--- src/rtl/ip_header_checksum.sv ---
// Combinational IPv4 header checksum over the 20 header bytes, ignoring the
// stored checksum word; result is returned in captured-field byte order.
module ip_header_checksum (
  input  logic [159:0] ip_bytes,
  output logic [15:0]  checksum
);

  logic [19:0] sum;
  logic [16:0] fold1;
  logic [15:0] fold2;

  always_comb begin
    sum = '0;
    for (int unsigned k = 0; k < 10; k++) begin
      if (k != 5)
        sum = sum + {4'd0, ip_bytes[16*k +: 8], ip_bytes[16*k+8 +: 8]};
    end
    fold1    = {1'b0, sum[15:0]} + {13'd0, sum[19:16]};
    fold2    = fold1[15:0] + {15'd0, fold1[16]};
    checksum = ~{fold2[7:0], fold2[15:8]};
  end

endmodule

--- config.mk ---
export PLATFORM = sky130hd
export DESIGN_NAME = ip_header_checksum
export DESIGN_NICKNAME = d
export VERILOG_FILES = /design/src/rtl/ip_header_checksum.sv
export SDC_FILE = /design/constraint.sdc
export NUM_CORES = 1
export LEC_CHECK = 0
export CORE_MARGIN = 3
export CORE_UTILIZATION = 47
export DETAILED_ROUTE_END_ITERATION = 6
export PLACE_DENSITY = 0.82
export SLEW_MARGIN = 40
export SYNTH_ARGS = -nofsm -noshare
export SYNTH_HDL_FRONTEND = slang
export SYNTH_SLANG_ARGS = --single-unit
--- constraint.sdc ---
create_clock -name vclk -period 19.94
set_clock_uncertainty 0.2 [all_clocks]
set_input_delay 5.982 -clock vclk [all_inputs]
set_output_delay 5.982 -clock vclk [all_outputs]
set_load 0.05 [all_outputs]
# Word-level counts from Yosys, hierarchy flattened
# Index checks and enable logic that the tools add are counted.
# word_totals
ff_bits,0
inputBits,160
word_cells,11
# classes
add_sub_neg,10
bitwise_logic,1
# ops
op,count
$add 20x16->20,4
$add 19x16->20,1
$add 18x16->19,1
$add 17x16->18,1
$add 16x16->17,1
$add 16x4->17,1
$add 16x1->16,1
$not 16->16,1

# Longest topological paths before layout
# Gate-level depths: netlist (run 1).
# depth
word_depth,11
ltp_mapped,36
mapped_depth_nobuf,36

# Worst setup path after synthesis (run 1)
# No wires, ideal clock.
# synth_path
path_kind,in2out
start,input port ip_bytes[10]
end,output port checksum[3]
arrival_ps,13606
required_time_ps,13758
setup_slack_ps,152
cell_stages,36
n_path_buf,0
path_cell_list,inv_1 fa_1 inv_1 fa_1 fa_1 inv_1 fa_1 inv_1 ha_1 inv_1 fa_1 nand2b_1 a21o_1 a211o_1 a21boi_1 o21a_1 o21ai_0 nand2b_1 a211oi_1 nor2_1 ha_1 inv_1 fa_1 nor2b_1 o21ai_0 nand2b_1 nor3b_2 nand4_1 nor3_1 ha_1 and3_1 nand2_1 or3_4 nor4_2 nor2_1 xnor2_1
# synth_via
elab_chain_cells,11
# synth_rtl
item,line_no,rtl
"start, declared",4,"input logic [159:0] ip_bytes,"
$add 16x16->17,16,"sum = sum + {4'd0, ip_bytes[16*k +: 8], ip_bytes[16*k+8 +: 8]};"
$add 17x16->18,16,
$add 18x16->19,16,
$add 19x16->20,16,
$add 20x16->20 (4 in series),16,
$add 16x4->17,18,"fold1 = {1'b0, sum[15:0]} + {13'd0, sum[19:16]};"
$add 16x1->16,19,"fold2 = fold1[15:0] + {15'd0, fold1[16]};"
$not 16->16,20,"checksum = ~{fold2[7:0], fold2[15:8]};"
"end, declared",5,output logic [15:0] checksum
# No other way between the ends.

# Worst setup path in the final report (run 1)
# layout_path
start,input port ip_bytes[155]
end,output port checksum[3]
# layout_via
elab_chain_cells,4
# layout_rtl
item,line_no
$add 20x16->20,16
$add 16x4->17,18
$add 16x1->16,19
$not 16->16,20
# No other way between the ends.

==> metrics.yaml, run 1 <==
timing:
  max_slew.worst_pin.slew_ns: 0.706
  timing.slew.headroom: 0.526
  timing.final.crit_period_ns: 19.65
  slew_viol_final: 0
  fin_tns_setup_ns: 0
  final-hold-violation-count: 0
  post-route-worst-setup-slack_ns: 0.292
  maxClockFrequency_mhz: 50.9
  setup_violations: 0
  min_period_over_period: 0.985
drt:
  vias_per_cell: 4.76
  antenna_left: 0
  drt_first_pass_iters: 4
  drt_wl_cell_um: 12.9
  routed_via_count: 3964
  finalWirelength_mm: 10.7
  drt-initial-drc-count: 90
  post-route-drc-count: 0
synth:
  synth_largest_type_area_fraction: 0.492
  syn-cell-area_mm2: 0.00452
  syn_warnings: 0
  synth.top_cells.by_count: "177 x inv_1, 111 x fa_1, 27 x ha_1"
  synth.most_common_cell: "inv_1"
  post_synth_net_total: 800
  yosysUniqueCellTypes: 58
  syn_inst: 502
  syn_area_per_cell_um2: 9.00
  seq_area_frac_synth: 0
  netlist.top_cell.by_area: "fa_1"
  synthTopCellsByArea: "fa_1 49%, inv_1 15%, ha_1 7.5%, xnor2_1 3.9%, a21oi_1 1.7%"
worst_setup_path:
  critPathArrivalTime_ns: 13.47
  worst_setup_path_start_kind: "primary input"
  setup.worst_path.end_class: "output pin"
  critical_path.slowest_cell: "fa_1"
  worst_path_required_ns: 13.76
  path_max_fanout: 3
  critical-path-max-stage-delay_ns: 0.58
  worst-setup-path-type: "primary input to output pin"
final_layout:
  clock_buffer_count: 0
  seq_cells: 0
  finish.instance_area_mm2: 0.00706
  postLayoutCoreUtil: 0.760
  post_route_cells_drive_above_1_share: 0.208
  area_growth_syn_to_layout_pct: 56.2
  num-nets-final: 1003
  layout.area.seq_um2: 0
  diodes: 0
outcome:
  status: "finished, final reports clean"
floorplan:
  rows: 35
  floorplan.die.width_um: 104
  initial_util: 0.487
  num_io_pins: 176
  die-area_mm2: 0.0108
  core_area_mm2: 0.00928
  die_y_um: 104
global_route:
  grt_first_pass_wirelength_mm: 18.3
  grt-ovfl-total: 0
  grt_usage: 0.196
  met3_usage: 0.0174
  initial_antenna_violation_count: 0
  groute.layer.met1.usage: 0.241
  grt_use_met2: 0.389
  first_global_vias: 4260
  grt-busiest-layer: "met2"
  grt_max_degree: 10
place:
  placement.setup.worst_slack_ns: -0.158
  detailed_place_hpwl_mm: 9.39
  routabilityCongestion: 0.831
  postPlaceCellArea_mm2: 0.00660
  port_buffers: 160
worst_hold_path:
  min_path_cells: 7
  whs_endpoint: "checksum[8]"
  hold_path_startpoint: "ip_bytes[152]"
  timing.hold.worst.class: "primary input to output pin"
clock_network:
  hold_buffers: 0
job:
  timing.max_cap.violations: 0
[critical path, delay by kind of cell]
kind	cells	cell delay [ns]
fa+ha+maj	8	3.25
xor+xnor	1	0.18
simple gates	13	2.18
buf+inv	5	0.79
compound gates	7	1.07
[per-stage QoR]
step / hold slack (ns) / std cells
final: 12.76 / 832
after global routing: 12.82 / 832
after CTS: 13.12 / 821
after detailed placement: 13.05 / 814
after global placement: 13.04 / 814
after floorplan: 12.43 / 502
[per-layer routing]
metal | share of wire | vias to the layer above
li1 | - | 1902
met1 | 0.38 | 1928
met2 | 0.56 | 126
met3 | 0.047 | 8
met4 | 0.0080 | 0
met5 | 0 | -
[final cells by class]
cell class	instances	area, µm²
repair buffers	206	2160
multi-input cells	320	4070
inverters	177	664
fillers	630	2230
well taps	129	161
[cell usage in the layout (no fill, tap or decap), drive strengths merged, types with 2 or more instances in the layout]
cell	n
or3b	2
nand3	7
buf	62
and3	5
a211o	2
a311oi	3
nor3b	3
xor2	9
o211ai	5
ha	27
dlymetal6s2s	24
clkdlybuf4s50	120
a21oi	16
a21boi	2
nor3	11
xnor2	20
o21a	2
o21ai	18
nor2b	6
nand2	11
fa	111
inv	177
o211a	3
or2	3
o21bai	2
a211oi	4
and2	3
nand4	3
nor2	16
nor4	3
o32ai	2
nand2b	10
[kinds of logic after synthesis]
family          synth area share
fa+ha+maj                  0.569
compound gates             0.103
xor+xnor                  0.0579
mux                      0.00222
buf+inv                    0.155
simple gates               0.113
[worst max-delay path by stage]
| stage | slack, ns | start | cells past startpoint | end |
|---|---|---|---|---|
| final | 0.29 | ip_bytes[155] | 34 | checksum[3] |
| after global routing | -0.11 | ip_bytes[1] | 40 | checksum[7] |
| after CTS | 0.05 | ip_bytes[1] | 36 | checksum[5] |
| after detailed placement | -0.16 | ip_bytes[10] | 39 | checksum[5] |
| after global placement | -0.10 | ip_bytes[10] | 39 | checksum[5] |
| after floorplan | 0.15 | ip_bytes[10] | 36 | checksum[3] |
[what timing repair did]
action,in CTS,in global routing
gates cloned,0,0
pin swaps,7,64
endpoints found under the setup margin,5,12
gates resized for setup,13,90
setup buffers,7,12
endpoints found under the hold margin,0,0
Power of run 1 is left out: the tool's default activity adds up to more than one toggle a clock period on the data nets, which glitch-free logic cannot reach.
==> run 2, diff against run 1 <==
- CAP_MARGIN: default -> 30
==> results of run 2 <==
No change in the layout: final DEF, timing and power equal those of run 1.
Power of run 2 is left out for the same reason.
